### src/rtl/proc_seq_pkg.sv
// Shared definitions for the processor issue sequencer.
// Contents: FSM state encoding, instruction word layout, opcode constants
// and the invalid-opcode decode used for error counting.
package proc_seq_pkg;

  typedef enum logic [1:0] {
    IDLE    = 2'd0,
    ISSUE   = 2'd1,
    CAPTURE = 2'd2,
    RESP    = 2'd3
  } state_t;

  localparam logic [2:0] OP_ALU0     = 3'b000;
  localparam logic [2:0] OP_ALU1     = 3'b001;
  localparam logic [2:0] OP_ALU2     = 3'b010;
  localparam logic [2:0] OP_ALU3     = 3'b011;
  localparam logic [2:0] OP_REGWRITE = 3'b100;

  typedef struct packed {
    logic [2:0] opcode;
    logic [3:0] num1;
    logic [3:0] num2;
  } instr_t;

  localparam int unsigned INSTR_W = $bits(instr_t);

  // True for the reserved opcodes 1x1 and 11x.
  function automatic logic is_invalid_op(input logic [2:0] opcode);
    return opcode[2] && (opcode[1:0] != 2'b00);
  endfunction

endpackage

### src/rtl/seq_fifo.sv
// Instruction FIFO for the issue sequencer.
// Ports:
//   clk, rst_n          clock, synchronous active-low reset
//   push, push_data     write request (ignored while full) and entry
//   pop, pop_data       read request (ignored while empty), head entry
//   full, empty         status; full is registered from occupancy
module seq_fifo #(
  parameter int unsigned DEPTH = 4,
  parameter int unsigned WIDTH = 11
) (
  input  logic             clk,
  input  logic             rst_n,
  input  logic             push,
  input  logic [WIDTH-1:0] push_data,
  input  logic             pop,
  output logic [WIDTH-1:0] pop_data,
  output logic             full,
  output logic             empty
);

  localparam int unsigned AW = (DEPTH > 1) ? $clog2(DEPTH) : 1;
  localparam logic [AW:0] FULL_CNT = (AW + 1)'(DEPTH);

  logic [WIDTH-1:0] mem [DEPTH];
  logic [AW-1:0]    wr_ptr;
  logic [AW-1:0]    rd_ptr;
  logic [AW:0]      count;
  logic [AW:0]      count_next;
  logic             do_push;
  logic             do_pop;

  assign do_push  = push && !full;
  assign do_pop   = pop && !empty;
  assign empty    = (count == '0);
  assign pop_data = mem[rd_ptr];

  always_comb begin
    count_next = count;
    case ({do_push, do_pop})
      2'b10:   count_next = count + (AW + 1)'(1);
      2'b01:   count_next = count - (AW + 1)'(1);
      default: count_next = count;
    endcase
  end

  always_ff @(posedge clk) begin
    if (do_push) mem[wr_ptr] <= push_data;
  end

  // full follows the updated occupancy, so a pop only frees a slot
  // for the cycle after it happens.
  always_ff @(posedge clk) begin
    if (!rst_n) begin
      wr_ptr <= '0;
      rd_ptr <= '0;
      count  <= '0;
      full   <= 1'b0;
    end else begin
      if (do_push) wr_ptr <= wr_ptr + AW'(1);
      if (do_pop)  rd_ptr <= rd_ptr + AW'(1);
      count <= count_next;
      full  <= (count_next == FULL_CNT);
    end
  end

endmodule

### src/rtl/proc_sequencer.sv
// Multi-cycle issue controller in front of the 4-bit processor datapath.
// Buffers instructions, drives one at a time onto the datapath for a
// programmable settle window, captures result/flags and returns them on a
// valid/ready response port. Counts issued invalid-opcode instructions.
// Ports:
//   clk, rst_n                         clock, synchronous active-low reset
//   in_valid/in_ready, in_opcode/num1/num2   instruction input
//   dp_opcode/num1/num2/write_enable   registered datapath drive
//   dp_result, dp_carry/zero/negative/invalid  datapath outputs
//   res_valid/res_ready, res_data, res_flags   response {inv,neg,zero,carry}
//   err_count                          saturating invalid-op count
//   busy                               FSM active or FIFO non-empty
module proc_sequencer
  import proc_seq_pkg::*;
#(
  parameter int unsigned DEPTH  = 4,
  parameter int unsigned SETTLE = 1,
  parameter int unsigned ERRW   = 8
) (
  input  logic            clk,
  input  logic            rst_n,
  input  logic            in_valid,
  output logic            in_ready,
  input  logic [2:0]      in_opcode,
  input  logic [3:0]      in_num1,
  input  logic [3:0]      in_num2,
  output logic [2:0]      dp_opcode,
  output logic [3:0]      dp_num1,
  output logic [3:0]      dp_num2,
  output logic            dp_write_enable,
  input  logic [3:0]      dp_result,
  input  logic            dp_carry,
  input  logic            dp_zero,
  input  logic            dp_negative,
  input  logic            dp_invalid,
  output logic            res_valid,
  input  logic            res_ready,
  output logic [3:0]      res_data,
  output logic [3:0]      res_flags,
  output logic [ERRW-1:0] err_count,
  output logic            busy
);

  localparam logic [3:0] SETTLE_INIT = 4'(SETTLE);

  state_t               state;
  state_t               state_next;
  logic [3:0]           settle_cnt;
  logic                 fifo_full;
  logic                 fifo_empty;
  logic                 push;
  logic                 pop;
  instr_t               in_instr;
  logic [INSTR_W-1:0]   head_bits;
  instr_t               head;

  assign in_instr = '{opcode: in_opcode, num1: in_num1, num2: in_num2};
  assign head     = instr_t'(head_bits);
  assign in_ready = !fifo_full;
  assign push     = in_valid && in_ready;
  assign busy     = (state != IDLE) || !fifo_empty;

  seq_fifo #(
    .DEPTH (DEPTH),
    .WIDTH (INSTR_W)
  ) u_fifo (
    .clk       (clk),
    .rst_n     (rst_n),
    .push      (push),
    .push_data (in_instr),
    .pop       (pop),
    .pop_data  (head_bits),
    .full      (fifo_full),
    .empty     (fifo_empty)
  );

  always_ff @(posedge clk) begin
    if (!rst_n) state <= IDLE;
    else        state <= state_next;
  end

  always_comb begin
    state_next = state;
    pop        = 1'b0;
    case (state)
      IDLE: begin
        if (!fifo_empty) begin
          pop        = 1'b1;
          state_next = ISSUE;
        end
      end
      ISSUE:   if (settle_cnt == 4'd1) state_next = CAPTURE;
      CAPTURE: state_next = RESP;
      RESP:    if (res_ready) state_next = IDLE;
      default: state_next = IDLE;
    endcase
  end

  always_ff @(posedge clk) begin
    if (!rst_n) begin
      dp_opcode       <= '0;
      dp_num1         <= '0;
      dp_num2         <= '0;
      dp_write_enable <= 1'b0;
      settle_cnt      <= '0;
      res_valid       <= 1'b0;
      res_data        <= '0;
      res_flags       <= '0;
      err_count       <= '0;
    end else begin
      case (state)
        IDLE: begin
          if (pop) begin
            dp_opcode       <= head.opcode;
            dp_num1         <= head.num1;
            dp_num2         <= head.num2;
            dp_write_enable <= (head.opcode == OP_REGWRITE);
            settle_cnt      <= SETTLE_INIT;
          end
        end
        ISSUE: begin
          // Single write pulse regardless of settle length.
          dp_write_enable <= 1'b0;
          settle_cnt      <= settle_cnt - 4'd1;
        end
        CAPTURE: begin
          res_data  <= dp_result;
          res_flags <= {dp_invalid, dp_negative, dp_zero, dp_carry};
          res_valid <= 1'b1;
          if (is_invalid_op(dp_opcode) && (err_count != '1))
            err_count <= err_count + ERRW'(1);
          dp_opcode       <= '0;
          dp_num1         <= '0;
          dp_num2         <= '0;
          dp_write_enable <= 1'b0;
        end
        RESP: begin
          if (res_ready) res_valid <= 1'b0;
        end
        default: ;
      endcase
    end
  end

endmodule

### config.mk
export PLATFORM = sky130hd
export DESIGN_NAME = proc_sequencer
export DESIGN_NICKNAME = d
export VERILOG_FILES = /design/src/rtl/proc_seq_pkg.sv /design/src/rtl/seq_fifo.sv /design/src/rtl/proc_sequencer.sv
export SDC_FILE = /design/constraint.sdc
export NUM_CORES = 1
export LEC_CHECK = 0
export ABC_AREA = 1
export BUFFER_PORTS_ARGS = -buffer_cell sky130_fd_sc_hd__buf_2
export CAP_MARGIN = 20
export CORE_ASPECT_RATIO = 0.75
export CORE_MARGIN = 8
export CORE_UTILIZATION = 55
export CTS_BUF_LIST = sky130_fd_sc_hd__clkbuf_16
export CTS_CLUSTER_SIZE = 20
export DETAILED_ROUTE_END_ITERATION = 7
export PLACE_DENSITY = 0.77
export SKIP_CTS_REPAIR_TIMING = 1
export SLEW_MARGIN = 20
export SYNTH_ARGS = -nofsm -noshare
export SYNTH_HDL_FRONTEND = slang
export SYNTH_SLANG_ARGS = --single-unit
### constraint.sdc
create_clock -name clk -period 5.31 [get_ports clk]
set_input_delay 0.7965 -clock clk [delete_from_list [all_inputs] [get_ports clk]]
set_output_delay 0.7965 -clock clk [all_outputs]
set_load 0.005 [all_outputs]
# == After elaboration in Yosys (flattened, before gate mapping) ==
# Memory sizes are Yosys's and may differ from the RTL's. A register that Yosys moved wholly into a read port is not among the register bits.
# Index checks and enable logic that the tools add are counted.
# op_classes
n_addsub,6
eq_ne,13
muxes,23
n_reduce_logical,23
# op_table
op,count
4-bit one-hot mux with 2 select lines,3
4-bit 2-to-1 mux,3
3-bit one-hot mux with 2 select lines,2
2-bit nonzero test,6
2-bit 2-to-1 mux,5
2-bit AND reduction,5
8-bit by 1-bit adder with 8-bit output (second input constant),1
8-bit inequality test (second input constant),1
2-bit one-hot mux with 4 select lines,1
2-bit == test (second input constant),3
3-bit == test (second input constant),2
1-bit 2-to-1 mux,6
2-bit inequality test (second input constant),3
1-bit logical AND,5
2-bit by 1-bit adder with 2-bit output (second input constant),2
2-bit by 1-bit == test with 1-bit output (second input constant),2
4-bit by 1-bit == test with 1-bit output (second input constant),1
1-bit one-hot mux with 2 select lines,2
4-bit by 1-bit subtractor with 4-bit output (second input constant),1
3-bit by 1-bit adder with 3-bit output (second input constant),1
3-bit zero test,1
3-bit 2-to-1 mux,1
3-bit AND reduction,1
3-bit by 1-bit subtractor with 3-bit output (second input constant),1
5 further kinds,6
# word_totals
regBits,43
mem_bits_rw,44
output_inout_bits,31
elab_cells,80
mem_count,1
# memory_table
memory,depth,word_bits,read_ports,rd_ports_with_merged_regs,write_ports,line_no,text
u_fifo.mem,4,11,1,1,1,seq_fifo.sv:24,logic [WIDTH-1:0] mem [DEPTH];

# == Depth between registers and ports, before layout ==
# depth
ltp_word,7
depth_mapped,12
mapped_depth_nobuf,12

# == Hierarchy ==
# From an unflattened synthesis, not the netlist that was laid out.
# unflattened
cells_unflattened,403
area_unflattened_um2,3824.9
# modules_own_cells
mod,n_inst,cells_each,area_each_um2,seq_area_each_um2
seq_fifo,1,176,2140.8,1521.5
proc_sequencer,1,227,1684.1,700.7

# == Worst setup path after synthesis ==
# OpenSTA, ideal clock, no wires.
# synth_path
path_type,input port to flip-flop
from,in in_valid
to,reg u_fifo.full
arrival_ps,2032
required_ps,5232
path_slack_ps,3200
path_stages,8
n_path_buf,0
cell_sequence,nand2_1 > ha_1 > inv_1 > fa_1 > nor2_1 > a21oi_1 > nand2_1 > nor3_1
# synth_between
elab_chain_len,5
word_cells_on_any_way,6
cone_classes,3 x eq/ne; 1 x mux; 2 x reduce/logical
# synth_lines
item,line_no,text
start: declaration,proc_sequencer.sv:22,"input logic in_valid,"
1-bit logical AND (*),proc_sequencer.sv:60,assign push = in_valid && in_ready;
1-bit logical AND (*),seq_fifo.sv:32,assign do_push = push && !full;
2-bit by 1-bit == test with 1-bit output or 2-bit == test (tied branches),seq_fifo.sv:39,"case ({do_push, do_pop})"
3-bit one-hot mux with 2 select lines (*),seq_fifo.sv:39,
3-bit == test (*),seq_fifo.sv:62,full <= (count_next == FULL_CNT);
end signal: assignment,seq_fifo.sv:62,
end: declaration,seq_fifo.sv:17,"output logic full,"
# Mark *: on every way between the ends. The rest lies on a longest branch, timed or not.
# A chain may end at the register's enable or synchronous reset.

# == Worst setup path in the final report ==
# layout_path
from,reg state[0]
to,reg u_fifo.full
# layout_between
elab_chain_len,6
word_cells_on_any_way,7
cone_classes,3 x eq/ne; 2 x mux; 2 x reduce/logical
# layout_lines
item,line_no,text
start: declaration,proc_sequencer.sv:46,state_t state;
start signal: assignment,proc_sequencer.sv:79,else state <= state_next;
2-bit zero test (*),proc_sequencer.sv:85,case (state)
1-bit 2-to-1 mux (*),proc_sequencer.sv:85,
1-bit logical AND (*),seq_fifo.sv:33,assign do_pop = pop && !empty;
named net u_fifo.do_pop,seq_fifo.sv:30,logic do_pop;
2-bit by 1-bit == test with 1-bit output or 2-bit == test (tied branches),seq_fifo.sv:39,
3-bit one-hot mux with 2 select lines (*),seq_fifo.sv:39,
3-bit == test (*),seq_fifo.sv:62,
# The timed path passes the listed nets; every way through them passes the cells marked *.

==> results_dict.tcl <==
set metrics [dict create \
    status "complete, no violations" \
    drt_drc_violations_left 0 \
    netlist_instances 408 \
    internal_power_mw 1.449 \
    timing_hold_violations_final 0 \
    crit_path_max_incr_delay_ns 0.38 \
    floorplan.die_area_sq_mm 0.009969 \
    seq_area_frac_synth_pct 57.66 \
    clk-insertion-delay-late_ns 0.34 \
    path_common_cell "sky130_fd_sc_hd__inv_1" \
    layout_stage_area_growth_over_the_synthesis_result_pct 15.13 \
    ys_warn_count 0 \
    crit_fanout 7 \
    post_drt_via_cell_ratio 5.117 \
    post_synth_main_area_contributors "sky130_fd_sc_hd__edfxtp_1 34%, sky130_fd_sc_hd__dfxtp_1 23%, sky130_fd_sc_hd__nor2_1 7.8%" \
    first_pass_grt_wire_length_um 12850 \
    p_sw_mw 0.8587 \
    netSwitchingFraction_pct 37.21 \
    design.core.area_sq_mm 0.006799 \
    synth_commonest_cells "80 x sky130_fd_sc_hd__nor2_1, 64 x sky130_fd_sc_hd__nand2_1, 45 x sky130_fd_sc_hd__dfxtp_1, 44 x sky130_fd_sc_hd__edfxtp_1" \
    max_freq_ghz 0.4273 \
    dr.first_iter.drc_count 153 \
    timing.setup.tns_ns 0 \
    worst_path_max_delay_cell "sky130_fd_sc_hd__fa_1" \
    synth_largest_area_cell "sky130_fd_sc_hd__edfxtp_1" \
    cp.required_ns 5.57 \
    number_of_antenna_violations_at_the_first_check_in_global_routing 0 \
    power.density_mw_per_mm2 520.1 \
    type_of_the_worst_setup_path "reg -> reg" \
    fin_crit_ns 2.340 \
    comb_power_share_pct 33.0 \
    synth.lib_cells_used.distinct 32 \
    post-layout-total-power_mw 2.308 \
    worst_setup_path_start "state[0]" \
    wl_um 7785 \
    fp-row-count 26 \
    top_level_ports 54 \
    worst_slew_pin_slew_ns 1.096 \
    timing_max_transition_violations_final 0 \
    worst_setup_hold_path_clk_slew_ns 0.07 \
    vias_in_the_first_global_route 2813 \
    timing.max_cap.violations 0 \
    grt_max_degree 24 \
    finClkSkew_ns 0.006771 \
    grt_overflow 0 \
    cts-htree-levels 3 \
    timing.critical_path.cells "inv_1 > ha_1 > nand2_2 > inv_1 > ha_1 > inv_1 > fa_1 > a21oi_1 > o21ai_0 > nand2_1 > nand2_1 > nor3_1" \
    synth_most_common_cell "sky130_fd_sc_hd__nor2_1" \
    detailedPlacementHpwl_um 5547 \
    fraction_of_final_layout_cells_sized_beyond_drive_strength_1_pct 23.28 \
    ys_dominant_reg_cell "sky130_fd_sc_hd__dfxtp_1" \
    track_usage_pct 16.29 \
    clk_root_buffer_cell "sky130_fd_sc_hd__clkbuf_16" \
    tritoncts "yes" \
    async_reset_ff_share_pct 0 \
    timing.critical_path.from_type "register" \
    cts_sinks 89 \
    p_clk_share_pct 26.1 \
    num-fill-cells 569 \
    peakVddDrop_uv 265.0 \
    leakagePower_nw 1.828 \
    floorplan.die.width_um 112.7 \
    hold_path_startpoint "u_fifo.rd_ptr[1]" \
    initial_core_util_pct 56.68 \
    maxSlewHeadroom_pct 26.68 \
    worstSetupEndpointType "register" \
    synthesis.nets 445 \
    overall_via_count_from_detail_route 2804 \
    post-synth-top-area-fraction_pct 34.29 \
    rr_startpoint "state[0]" \
    avgRoutedWirePerCell_um 14.21 \
    synthesis.area_sq_mm 0.003854 \
    finalWeightedCongestion 0.7702 \
    rsz0062_at_grt "no" \
    drt_pre_antenna_iters 4 \
    die_outline_height_um 88.49 \
    ys_seq_elements 89 \
    seq_power_share_pct 41.0 \
    postSynthAreaPerCell_sq_um 9.445 \
    cts_made_buffers 9 \
    timing.critical_path.arrival_ns 2.60 \
    hold_class "reg -> reg" \
    number_of_enable_flip_flop_cells_after_synthesis 44 \
    setup_viol 0 \
    cts_max_path_buffers 2 \
    n_antenna_cell 0 \
    final.period_utilization_pct 44.08 \
    final_antenna_net_count 0 \
    port_buffers 53 \
    finalNetCount 496 \
]
==> critical path, delay by kind of cell, from the launching register on <==
kind                     cells  cell delay, ns
AO/OA/AOI/OAI                2            0.27
adder cells (fa/ha/maj)      3            0.88
buffers and inverters        3            0.30
flip-flops                   1            0.34
AND/OR/NAND/NOR              4            0.47
==> cell usage in the layout (no fill, tap or decap) <==
cell and n:
sky130_fd_sc_hd__nor2_1 79, sky130_fd_sc_hd__o21ai_1 1, sky130_fd_sc_hd__clkinvlp_4 2, sky130_fd_sc_hd__o211ai_1 1, sky130_fd_sc_hd__buf_2 53, sky130_fd_sc_hd__ha_1 13
sky130_fd_sc_hd__nand3_2 2, sky130_fd_sc_hd__dfxtp_1 45, sky130_fd_sc_hd__a21oi_1 10, sky130_fd_sc_hd__a22oi_1 1, sky130_fd_sc_hd__nand2_2 12, sky130_fd_sc_hd__nor2_4 2
sky130_fd_sc_hd__inv_1 35, sky130_fd_sc_hd__nand3b_1 1, sky130_fd_sc_hd__edfxtp_1 44, sky130_fd_sc_hd__or2_2 2, sky130_fd_sc_hd__nand3_1 17, sky130_fd_sc_hd__nand2_1 64
sky130_fd_sc_hd__nor2_2 3, sky130_fd_sc_hd__nand4_4 1, sky130_fd_sc_hd__xor2_1 4, sky130_fd_sc_hd__o21ai_2 2, sky130_fd_sc_hd__o21ai_0 35, sky130_fd_sc_hd__fa_1 1
sky130_fd_sc_hd__clkinv_4 1, sky130_fd_sc_hd__a21oi_2 11, sky130_fd_sc_hd__inv_2 2, sky130_fd_sc_hd__nor3_1 5, sky130_fd_sc_hd__inv_4 1, sky130_fd_sc_hd__clkbuf_16 9
sky130_fd_sc_hd__inv_8 1, sky130_fd_sc_hd__inv_6 3, sky130_fd_sc_hd__nand2_4 1
==> registers in the layout, summed over array words and instances, names as in the netlist, named ones only <==
| signal | count |
|---|---|
| res_valid | 1 |
| dp_num2 | 4 |
| settle_cnt | 4 |
| u_fifo.count | 3 |
| dp_num1 | 4 |
| u_fifo.full | 1 |
| u_fifo.wr_ptr | 2 |
| dp_write_enable | 1 |
| state | 2 |
| res_data | 4 |
| u_fifo.mem | 44 |
| err_count | 8 |
| res_flags | 4 |
| dp_opcode | 3 |
| u_fifo.rd_ptr | 2 |
==> layout make-up <==
type / instances / area [sq um] / share of cell area, %
clock buffers: 9 / 225.2 / 5.076
clock inverters: 7 / 61.31 / 1.382
inverters: 38 / 145.1 / 3.271
multi-input cells: 268 / 1413 / 31.84
flip-flops and latches: 89 / 2222 / 50.08
well taps: 84 / 105.1 / 2.369
repair buffers: 53 / 265.3 / 5.979
==> worst paths after layout <==
kind / endpoint / slack, ns / cells past startpoint
worst min-delay path: u_fifo.rd_ptr[1] / 0.47 / 2
worst min register to register: u_fifo.rd_ptr[1] / 0.47 / 2
worst max register to register: u_fifo.full / 2.97 / 12
worst max-delay path: u_fifo.full / 2.97 / 12
==> cells by family (layout without fill, tap and decap cells) <==
group | after synthesis | after routing | synth area share (%)
AO/OA/AOI/OAI | 61 | 61 | 9.318
buffers and inverters | 51 | 107 | 5.747
adder cells (fa/ha/maj) | 14 | 14 | 4.740
AND/OR/NAND/NOR | 189 | 189 | 21.62
XOR/XNOR | 4 | 4 | 0.9090
flip-flops | 89 | 89 | 57.66
==> routing by layer <==
metal,track usage (%),share of wire (%)
met2,27.41,48
met3,4.294,4.5
met1,19.72,46
met4,6.585,1.4
met5,0,0
==> power by group through the flow <==
stage | sequential (mW) | clock, mW | combinational [mW]
final | 0.945 | 0.602 | 0.761
after global routing | 0.964 | 0.636 | 0.867
after CTS | 0.946 | 0.614 | 0.767
after detailed placement | 0.960 | 0 | 0.762
after global placement | 0.954 | 0 | 0.731
after floorplan | 0.930 | 0 | 0.609
==> per-stage QoR <==
step / cells / setup slack [ns] / util, % / hold slack, ns / instance area, sq um
2_1_floorplan: 408 / 3.200 / - / 0.4329 / 3854
3_3_place_gp: 532 / 3.002 / 61.00 / 0.4427 / 4148
3_5_place_dp: 532 / 2.921 / 61.00 / 0.4557 / 4148
4_1_cts: 548 / 2.957 / 65.22 / 0.4628 / 4434
5_1_grt: 548 / 2.718 / 65.26 / 0.4805 / 4437
6_report: 548 / 2.970 / 65.26 / 0.4695 / 4437
Power figures use the tool's default switching activity.
